<file path="src/rtl/logic_unit_arbiter.sv">
// Two-requester round-robin front end for a shared 8-bit logic unit (AND/OR/XOR/NOT, NZVC flags).
// Optional per-requester grant counters are enabled by defining LU_ARB_PERF_CNT_EN.
module logic_unit_arbiter #(
    parameter int unsigned RESET_PRIO = 0,
    parameter int unsigned CNT_W      = 16
) (
    input  logic       clk,
    input  logic       rst_n,
    input  logic       req0_valid,
    output logic       req0_ready,
    input  logic [7:0] req0_a,
    input  logic [7:0] req0_b,
    input  logic [1:0] req0_sel,
    input  logic       req1_valid,
    output logic       req1_ready,
    input  logic [7:0] req1_a,
    input  logic [7:0] req1_b,
    input  logic [1:0] req1_sel,
    output logic       resp_valid,
    input  logic       resp_ready,
    output logic       resp_id,
    output logic [7:0] resp_result,
    output logic [3:0] resp_nzvc
`ifdef LU_ARB_PERF_CNT_EN
    ,
    output logic [CNT_W-1:0] gnt_cnt0,
    output logic [CNT_W-1:0] gnt_cnt1
`endif
);

    typedef enum logic [1:0] {IDLE = 2'd0, EXEC = 2'd1, RESP = 2'd2} state_t;

    localparam logic PRIO_RST = (RESET_PRIO != 0);

    state_t     state_q, state_d;
    logic       prio_q, prio_d;
    logic [7:0] op_a_q, op_a_d;
    logic [7:0] op_b_q, op_b_d;
    logic [1:0] op_sel_q, op_sel_d;
    logic       op_id_q, op_id_d;
    logic       resp_valid_q, resp_valid_d;
    logic       resp_id_q, resp_id_d;
    logic [7:0] resp_result_q, resp_result_d;
    logic [3:0] resp_nzvc_q, resp_nzvc_d;

    logic       gnt_id;
    logic       accept;
    logic [7:0] lu_result;

    function automatic logic [7:0] lu_op(input logic [7:0] a, input logic [7:0] b,
                                         input logic [1:0] sel);
        case (sel)
            2'b00:   return a & b;
            2'b01:   return a | b;
            2'b10:   return a ^ b;
            default: return ~a;
        endcase
    endfunction

    function automatic logic [3:0] lu_flags(input logic [7:0] r);
        return {r[7], (r == 8'h00), 1'b0, 1'b0};
    endfunction

    // Ready is gated by rst_n so nothing can handshake while reset is held.
    always_comb begin
        gnt_id     = (req0_valid && req1_valid) ? prio_q : req1_valid;
        req0_ready = rst_n && (state_q == IDLE) && req0_valid && !gnt_id;
        req1_ready = rst_n && (state_q == IDLE) && req1_valid && gnt_id;
        accept     = req0_ready || req1_ready;
    end

    assign lu_result = lu_op(op_a_q, op_b_q, op_sel_q);

    always_comb begin
        state_d       = state_q;
        prio_d        = prio_q;
        op_a_d        = op_a_q;
        op_b_d        = op_b_q;
        op_sel_d      = op_sel_q;
        op_id_d       = op_id_q;
        resp_valid_d  = resp_valid_q;
        resp_id_d     = resp_id_q;
        resp_result_d = resp_result_q;
        resp_nzvc_d   = resp_nzvc_q;
        case (state_q)
            IDLE: begin
                if (accept) begin
                    op_a_d   = gnt_id ? req1_a   : req0_a;
                    op_b_d   = gnt_id ? req1_b   : req0_b;
                    op_sel_d = gnt_id ? req1_sel : req0_sel;
                    op_id_d  = gnt_id;
                    state_d  = EXEC;
                end
            end
            EXEC: begin
                resp_result_d = lu_result;
                resp_nzvc_d   = lu_flags(lu_result);
                resp_id_d     = op_id_q;
                resp_valid_d  = 1'b1;
                state_d       = RESP;
            end
            RESP: begin
                if (resp_ready) begin
                    resp_valid_d = 1'b0;
                    prio_d       = ~resp_id_q;
                    state_d      = IDLE;
                end
            end
            default: state_d = IDLE;
        endcase
    end

    always_ff @(posedge clk or negedge rst_n) begin
        if (!rst_n) begin
            state_q       <= IDLE;
            prio_q        <= PRIO_RST;
            op_a_q        <= '0;
            op_b_q        <= '0;
            op_sel_q      <= '0;
            op_id_q       <= 1'b0;
            resp_valid_q  <= 1'b0;
            resp_id_q     <= 1'b0;
            resp_result_q <= '0;
            resp_nzvc_q   <= '0;
        end else begin
            state_q       <= state_d;
            prio_q        <= prio_d;
            op_a_q        <= op_a_d;
            op_b_q        <= op_b_d;
            op_sel_q      <= op_sel_d;
            op_id_q       <= op_id_d;
            resp_valid_q  <= resp_valid_d;
            resp_id_q     <= resp_id_d;
            resp_result_q <= resp_result_d;
            resp_nzvc_q   <= resp_nzvc_d;
        end
    end

    assign resp_valid  = resp_valid_q;
    assign resp_id     = resp_id_q;
    assign resp_result = resp_result_q;
    assign resp_nzvc   = resp_nzvc_q;

`ifdef LU_ARB_PERF_CNT_EN
    localparam logic [CNT_W-1:0] CNT_ONE = {{(CNT_W-1){1'b0}}, 1'b1};

    logic [CNT_W-1:0] cnt0_q, cnt0_d;
    logic [CNT_W-1:0] cnt1_q, cnt1_d;

    // Counters saturate at all-ones rather than wrapping.
    always_comb begin
        cnt0_d = cnt0_q;
        cnt1_d = cnt1_q;
        if (req0_ready && (cnt0_q != '1)) cnt0_d = cnt0_q + CNT_ONE;
        if (req1_ready && (cnt1_q != '1)) cnt1_d = cnt1_q + CNT_ONE;
    end

    always_ff @(posedge clk or negedge rst_n) begin
        if (!rst_n) begin
            cnt0_q <= '0;
            cnt1_q <= '0;
        end else begin
            cnt0_q <= cnt0_d;
            cnt1_q <= cnt1_d;
        end
    end

    assign gnt_cnt0 = cnt0_q;
    assign gnt_cnt1 = cnt1_q;
`else
    logic unused_cnt_w;
    assign unused_cnt_w = (CNT_W != 0);
`endif

endmodule

</file>
<file path="config.mk">
export PLATFORM = sky130hd
export DESIGN_NAME = logic_unit_arbiter
export DESIGN_NICKNAME = d
export VERILOG_FILES = /design/src/rtl/logic_unit_arbiter.sv
export SDC_FILE = /design/constraint.sdc
export NUM_CORES = 1
export LEC_CHECK = 0
export CELL_PAD_IN_SITES_DETAIL_PLACEMENT = 1
export CELL_PAD_IN_SITES_GLOBAL_PLACEMENT = 2
export CORE_ASPECT_RATIO = 0.75
export CORE_MARGIN = 10
export CORE_UTILIZATION = 31
export CTS_BUF_LIST = sky130_fd_sc_hd__clkbuf_16
export DETAILED_ROUTE_END_ITERATION = 8
export HOLD_SLACK_MARGIN = 0.05
export PLACE_DENSITY_LB_ADDON = 0.1
export SYNTH_ARGS = -nofsm -noshare
export SYNTH_HDL_FRONTEND = slang
export SYNTH_SLANG_ARGS = --single-unit
</file>
<file path="constraint.sdc">
create_clock -name clk -period 3.2 [get_ports clk]
set_input_delay 0.64 -clock clk [delete_from_list [all_inputs] [get_ports clk]]
set_output_delay 0.64 -clock clk [all_outputs]
set_load 0.02 [all_outputs]
</file>
==> results of run 1 <==
-- placed cells by master (no fill, tap or decap), types with 9 or more instances in the layout --
| cell | count |
|---|---|
| mux2i_1 | 18 |
| ha_1 | 16 |
| nand2_1 | 9 |
| dfrtp_1 | 33 |
| inv_1 | 35 |
| nor2_1 | 20 |
| a21oi_1 | 20 |
| clkdlybuf4s50_1 | 54 |
-- state kept, by name, indices dropped and copies added, names as in the netlist --
register     flops
resp_valid       1
prio_q           1
op_b_q           8
resp_id          1
resp_nzvc        1
op_a_q           8
state_q          2
resp_result      8
op_sel_q         2
op_id_q          1
-- critical path, cell delays in order --
cell and delay [ns]:
clkdlybuf4s50_1 0.48, nor3b_2 0.23, nor2b_1 0.21, clkdlybuf4s50_1 0.63
-- final cells by class --
class                      count  share of cell area [%]
inverter                      34                    4.66
sequential                    33                    30.2
clock buffer                   5                    4.57
timing repair buffer          58                    20.8
multi-input combinational    119                    34.7
clock inverter                 3                    1.37
tap                           81                    3.70
-- power by group --
part | internal, W | switching [W]
Combinational | 0.000509 | 0.000475
Sequential | 0.000594 | 0.000184
Clock | 0.000361 | 0.000179
-- metrics by stage --
| step | cell area [um2] | power (W) | utilization (%) |
|---|---|---|---|
| after floorplan | 2000 | 0.00144 | - |
| after global placement | 2570 | 0.00177 | 41.0 |
| after detailed placement | 2570 | 0.00180 | 41.0 |
| after CTS | 2740 | 0.00236 | 43.5 |
| after global routing | 2740 | 0.00253 | 43.5 |
| final | 2740 | 0.00230 | 43.5 |
-- worst min-delay path by stage --
stage	from	to	slack (ns)
2_1_floorplan	rst_n	op_a_q[0]$_DFFE_PN0P_	0.34
3_3_place_gp	resp_result[2]$_DFFE_PN0P_	resp_result[2]$_DFFE_PN0P_	0.47
3_5_place_dp	resp_result[2]$_DFFE_PN0P_	resp_result[2]$_DFFE_PN0P_	0.47
4_1_cts	resp_result[2]$_DFFE_PN0P_	resp_result[2]$_DFFE_PN0P_	0.48
5_1_grt	resp_result[1]$_DFFE_PN0P_	resp_result[1]$_DFFE_PN0P_	0.54
6_report	resp_result[2]$_DFFE_PN0P_	resp_result[2]$_DFFE_PN0P_	0.48
-- cell families after synthesis --
logic type      share of synthesized area (%)
simple gates                             8.79
mux                                      17.9
fa+ha+maj                                10.0
compound gates                           10.4
flops                                    41.4
buf+inv                                  11.3
other cells                             0.188
-- layer usage --
layer | share of wire [%] | vias to the layer above | GRT usage [%]
met2 | 45 | 36 | 16.8
met3 | 5.6 | 5 | 3.49
met5 | 0 | - | 0
met4 | 1.5 | 0 | 4.48
met1 | 48 | 702 | 12.1
li1 | - | 755 | -
==> summary.md, run 1 <==
| Metric | Value |
|---|---|
| Via count | between 1,000 and 1,500 |
| Max Cap Viol | 0 |
| CTS Sinks | 33 |
| DRT antenna net count | 0 |
| Total Nets Final | slightly above 300 |
| Final min period | approximately 2.8 ns |
| Reg-to-reg endpoint | resp_nzvc[2]$_DFFE_PN0P_ |
| H-tree levels | 2 |
| Synth warn | 0 |
| Worst skew pair latency | between 0.2 and 0.3 ns |
| FMAX | between 300 and 400 MHz |
| Distinct cell type count after synthesis | 30 |
| Hold Fails Final Rpt | 0 |
| PD cells | between 800 and 900 mW/mm2 |
| Post-Syn Area per Cell | ~10 um2 |
| Post-CTS Resized | 0 |
| Starting density of the core | 31.7% |
| Largest net degree at the start of global routing | 39 |
| Hold path depth | 2 |
| Worst min-delay path class | reg -> reg |
| Clock Pin Slew Worst Setup and Hold Paths | approximately 0.05 ns |
| Top-count cell post-synth | inv_1 |
| Primary FF master, synth | dfrtp_1 |
| Die footprint | between 0.01 and 0.015 mm2 |
| Startpoint types | input port |
| Post-CTS Setup Inserts | 0 |
| Worst slew margin | between 50 and 60% |
| Fin Setup TNS | 0 ns |
| Max Slew Vio Count | 0 |
| Worst Setup EP | req1_ready |
| DR iter-0 viols | between 40 and 50 |
| Pre-CTS WS | 0.356 ns |
| Max clock buf depth | 2 |
| Crit share post-route | between 80% and 90% |
| Synth area leaders | dfrtp_1 (41%), ha_1 (10%), mux2i_1 (9.0%), inv_1 (6.4%), mux4_2 (5.6%) |
| Clock Skew | between 0.002 and 0.0025 ns |
| PortBufs | 54 |
| GRT Residual Overflow | 0 |
| Cell Area, Synth | about 0.002 mm2 |
| Ports | 57 |
| Placer Congestion | between 0.7 and 0.8 |
| Post-synth EDFFs | 0 |
| Clk root buf | clkbuf_16 |
| Yosys top cell area share | approximately two fifths |
| Launch point of the worst path | rst_n |
| R2r setup slk | approximately 1.5 ns |
| Setup-failing EPs final | 0 |
| Share of cells above drive strength 1 | under 10% |
| Row count | 25 |
| Crit path required time | 2.56 ns |
| Core ar. | between 0.006 and 0.007 mm2 |
| Area grow syn2layout | 37.4% |
| Drt via density | between 4 and 5 |
| Crit path max fanout | 3 |
| Final worst setup slack | 0.357 ns |
| Arrival @ worst endpoint | approximately 2.2 ns |
| Register Area | approximately 830 um2 |
| GRT Total Usage | roughly a tenth |
| Cts bufs inserted | 5 |
| # fillers | ~720 |
| Status | completed |
| Max VDD drop | approximately 0.00030 V |
| DIE WIDTH | around 110 um |
| Initial antenna violation count | 0 |
| Placed cell count | 325 |
| Footprint of the multi-input gates | around 950 um2 |
| Die H | ~89 um |
| Async SR Flop Fraction | 100% |
| First-pass GRT wire length | just over 8000 um |
| Post-Layout Cell Count | roughly 330 |
| R2r startpoint | op_sel_q[0]$_DFFE_PN0P_ |
| Synth area leader | dfrtp_1 |
| Leakage | approximately 1.4 nW |
| R2R depth | 3 |
| Vias in the first global route | about 1,700 |
| Commonest cells post-synth | inv_1 (34), dfrtp_1 (33), a21oi_1 (20), nor2_1 (20), mux2i_1 (18) |
| Hold_buf cts | 0 |
| DRC Markers | 0 |
| Antenna diodes | 0 |
| Setup crit end kind | output pin |
| WL per Instance | 14.4 um |
| Dpl hpwl | 3740 um |
| Hold slack | roughly 0.48 ns |
| Type of the worst setup path | in -> out |
| Seq/Total Area, Yosys | 41.4% |
| Drt total wl | about 4800 um |
| Unrepaired setup endpoints after global routing | false |
| Mapped Cells | around 200 |
| Measured slew at the worst slew-check pin | between 0.6 and 0.7 ns |
| Pre-antenna DRT Iters | 4 |
| CTS tree | done |
| Seq cells post-synth | 33 |
Note: power is estimated with default switching activity, not from simulation.
==> run 2: changes to the inputs <==
--- a/config.mk
+++ b/config.mk
@@ -11,6 +11,7 @@
 export CORE_MARGIN = 10
 export CORE_UTILIZATION = 31
 export CTS_BUF_LIST = sky130_fd_sc_hd__clkbuf_16
+export CTS_CLUSTER_DIAMETER = 80
 export DETAILED_ROUTE_END_ITERATION = 8
 export HOLD_SLACK_MARGIN = 0.05
 export PLACE_DENSITY_LB_ADDON = 0.1
==> results of run 2 <==
No change in the layout: final DEF, timing and power equal those of run 1.
==> run 3: changes to the inputs <==
--- a/config.mk
+++ b/config.mk
@@ -14,7 +14,7 @@
 export CTS_CLUSTER_DIAMETER = 80
 export DETAILED_ROUTE_END_ITERATION = 8
 export HOLD_SLACK_MARGIN = 0.05
-export PLACE_DENSITY_LB_ADDON = 0.1
+export PLACE_DENSITY_LB_ADDON = 0.2
 export SYNTH_ARGS = -nofsm -noshare
 export SYNTH_HDL_FRONTEND = slang
 export SYNTH_SLANG_ARGS = --single-unit
==> summary.md, run 3 (synthesized netlist as in run 1, its figures left out) <==
| Metric | Value |
|---|---|
| Max Slew Vio Count | 0 (unchanged) |
| Unrepaired setup endpoints after global routing | false |
| Crit share post-route | 88.0% (-0.88 points) |
| Setup-failing EPs final | 0 (unchanged) |
| Finished Cell Area | 0.00273 mm2 (-0.27%) |
| Dpl hpwl | 3670 um (-1.9%) |
| PD cells | 845 mW/mm2 (+0.48%) |
| Status | completed |
| Cts bufs inserted | 5 (unchanged) |
| Total Power | 0.00231 W (+0.20%) |
| Die footprint | 0.0101 mm2 (unchanged) |
| Post-Layout Cell Count | 332 (-0.30%) |
| Hold Fails Final Rpt | 0 (unchanged) |
| GRT Residual Overflow | 0 (unchanged) |
| PortBufs | 54 (unchanged) |
| R2r startpoint | state_q[1]$_DFFE_PN0P_ |
| # fillers | 723 (+0.28%) |
| Ports | 57 (unchanged) |
| Placer Congestion | 0.698 (-1.3%) |
| Arrival @ worst endpoint | 2.17 ns (-0.03 ns) |
| Leakage | 1.35 nW (-0.34%) |
| Largest net degree at the start of global routing | 39 (unchanged) |
| Post-CTS Setup Inserts | 0 (unchanged) |
| Clock Pin Slew Worst Setup and Hold Paths | 0.05 ns (about the same) |
| Min-Delay Endpoint | resp_result[5]$_DFFE_PN0P_ |
| Antenna diodes | 0 (unchanged) |
| DRC Markers | 0 (unchanged) |
| Pre-antenna DRT Iters | 4 (unchanged) |
| Vias in the first global route | 1,641 (-0.61%) |
| Area grow syn2layout | 37.0% |
| Fin util | 43.4% (-0.12 points) |
| Hold path depth | 2 (unchanged) |
| First-pass GRT wire length | 8340 um (+2.4%) |
| R2R depth | 3 (unchanged) |
| Clock Skew | 0.00497 ns (+0.00248 ns) |
| Max clock buf depth | 2 (unchanged) |
| Dpl cell area | 0.00257 mm2 (-0.29%) |
| Drt via density | 4.54 (+0.97%) |
| Measured slew at the worst slew-check pin | 0.665 ns (+0.0196 ns) |
| Hold Startpoint | resp_result[5]$_DFFE_PN0P_ |
| DR iter-0 viols | 36 (-12%) |
| Type of the worst setup path | in -> out |
| Fin Setup TNS | 0 ns (unchanged) |
| H-tree levels | 2 (unchanged) |
| CTS Sinks | 33 (unchanged) |
| Reg power frac | 33.9% (about the same) |
| Crit path max fanout | 3 (unchanged) |
| Most common cell after layout, fill and taps aside | clkdlybuf4s50_1 |
| Post-CTS Resized | 0 (unchanged) |
| Final min period | 2.81 ns (-0.0282 ns) |
| Worst min-delay path class | reg -> reg |
| Hold_buf cts | 0 (unchanged) |
| Worst skew pair latency | 0.28 ns (about the same) |
| Crit path required time | 2.56 ns (about the same) |
| Reg-to-reg endpoint | resp_nzvc[2]$_DFFE_PN0P_ |
| Drt total wl | 4890 um (+2.2%) |
| Clk root buf | clkbuf_16 |
| Startpoint types | input port |
| Die H | 89.4 um (unchanged) |
| GRT Total Usage | 10.3% (+0.066 points) |
| Max Cap Viol | 0 (unchanged) |
| Net Sw Frac | 36.5% (+0.079 points) |
| CTS tree | done |
| Via count | 1,508 (+0.67%) |
| WL per Instance | 14.7 um (+2.5%) |
| Max VDD drop | 0.000245 V (-19%) |
| Starting density of the core | 31.7% (unchanged) |
| Setup crit end kind | output pin |
| P_sw | 0.000841 W (+0.42%) |
| Worst slew margin | 55.7% (-1.3 points) |
| FMAX | 355 MHz (+1.0%) |
| Total Nets Final | 307 (-0.32%) |
| Most frequent cells in the layout | clkdlybuf4s50_1 (54), inv_1 (35), dfrtp_1 (33) |
| DRT antenna net count | 0 (unchanged) |
| Placed cell count | 324 (-0.31%) |
| DIE WIDTH | 113 um (unchanged) |
| Internal | 0.00147 W (about the same) |
| Initial antenna violation count | 0 (unchanged) |
| Share of cells above drive strength 1 | 8.37% (-0.36 points) |
| Core ar. | 0.00629 mm2 (unchanged) |
| Clock power share | 23.2% (-0.3 points) |
| Comb pwr share | 42.9% (+0.2 points) |
| Row count | 25 (unchanged) |
| R2r setup slk | 1.54 ns (about the same) |
==> run 3: changes by cell type in the layout (fill, tap and decap cells not counted), sizes merged <==
| cell | before | now |
|---|---|---|
| buf | 4 | 3 |
==> run 3: worst max path at each step <==
stage	start	to	slack [ns]	cells after the start
detailed placement	rst_n	req1_ready	0.37	4
global route	rst_n	req1_ready	0.26	4
floorplan	req0_valid	req0_ready	1.28	4
CTS	rst_n	req1_ready	0.36	4
global placement	rst_n	req1_ready	0.39	4
finish	rst_n	req1_ready	0.39	4
==> run 3: cell type report <==
| cell class | count | area [um2] | area share, % |
|---|---|---|---|
| multi-input cells | 119 | 950 | 34.8 |
| flip-flops and latches | 33 | 826 | 30.2 |
| inverters | 34 | 128 | 4.67 |
| clock inverters | 3 | 37.5 | 1.37 |
| well taps | 81 | 101 | 3.71 |
| repair buffers | 57 | 563 | 20.6 |
| clock buffers | 5 | 125 | 4.58 |
==> run 3: layer usage <==
metal  share of wire, %  vias up  global-route usage, %  wire length, um
li1                   -      751                      -                -
met1                 48      719                   12.8             2350
met2                 44       33                   16.0             2160
met3                6.4        5                   3.96              311
met4                1.4        0                   3.79               68
met5                  0        -                      0                0
==> run 3: critical path: stages <==
cell and delay [ns]:
clkdlybuf4s50_1 0.48, nor3b_2 0.22, nor2b_1 0.20, clkdlybuf4s50_1 0.63
==> run 3: power by group through the flow <==
stage	clock network, W	registers, W	logic, W
after floorplan	0	0.000786	0.000658
after global placement	0	0.000791	0.000971
after detailed placement	0	0.000796	0.00100
after CTS	0.000552	0.000791	0.00102
after global routing	0.000572	0.000830	0.00113
final	0.000535	0.000782	0.000990
==> run 3: stage by stage <==
step | hold slack (ns) | setup slack [ns]
final | 0.480 | 0.386
after global routing | 0.521 | 0.259
after CTS | 0.486 | 0.361
after detailed placement | 0.474 | 0.372
after global placement | 0.461 | 0.389
after floorplan | 0.344 | 1.28
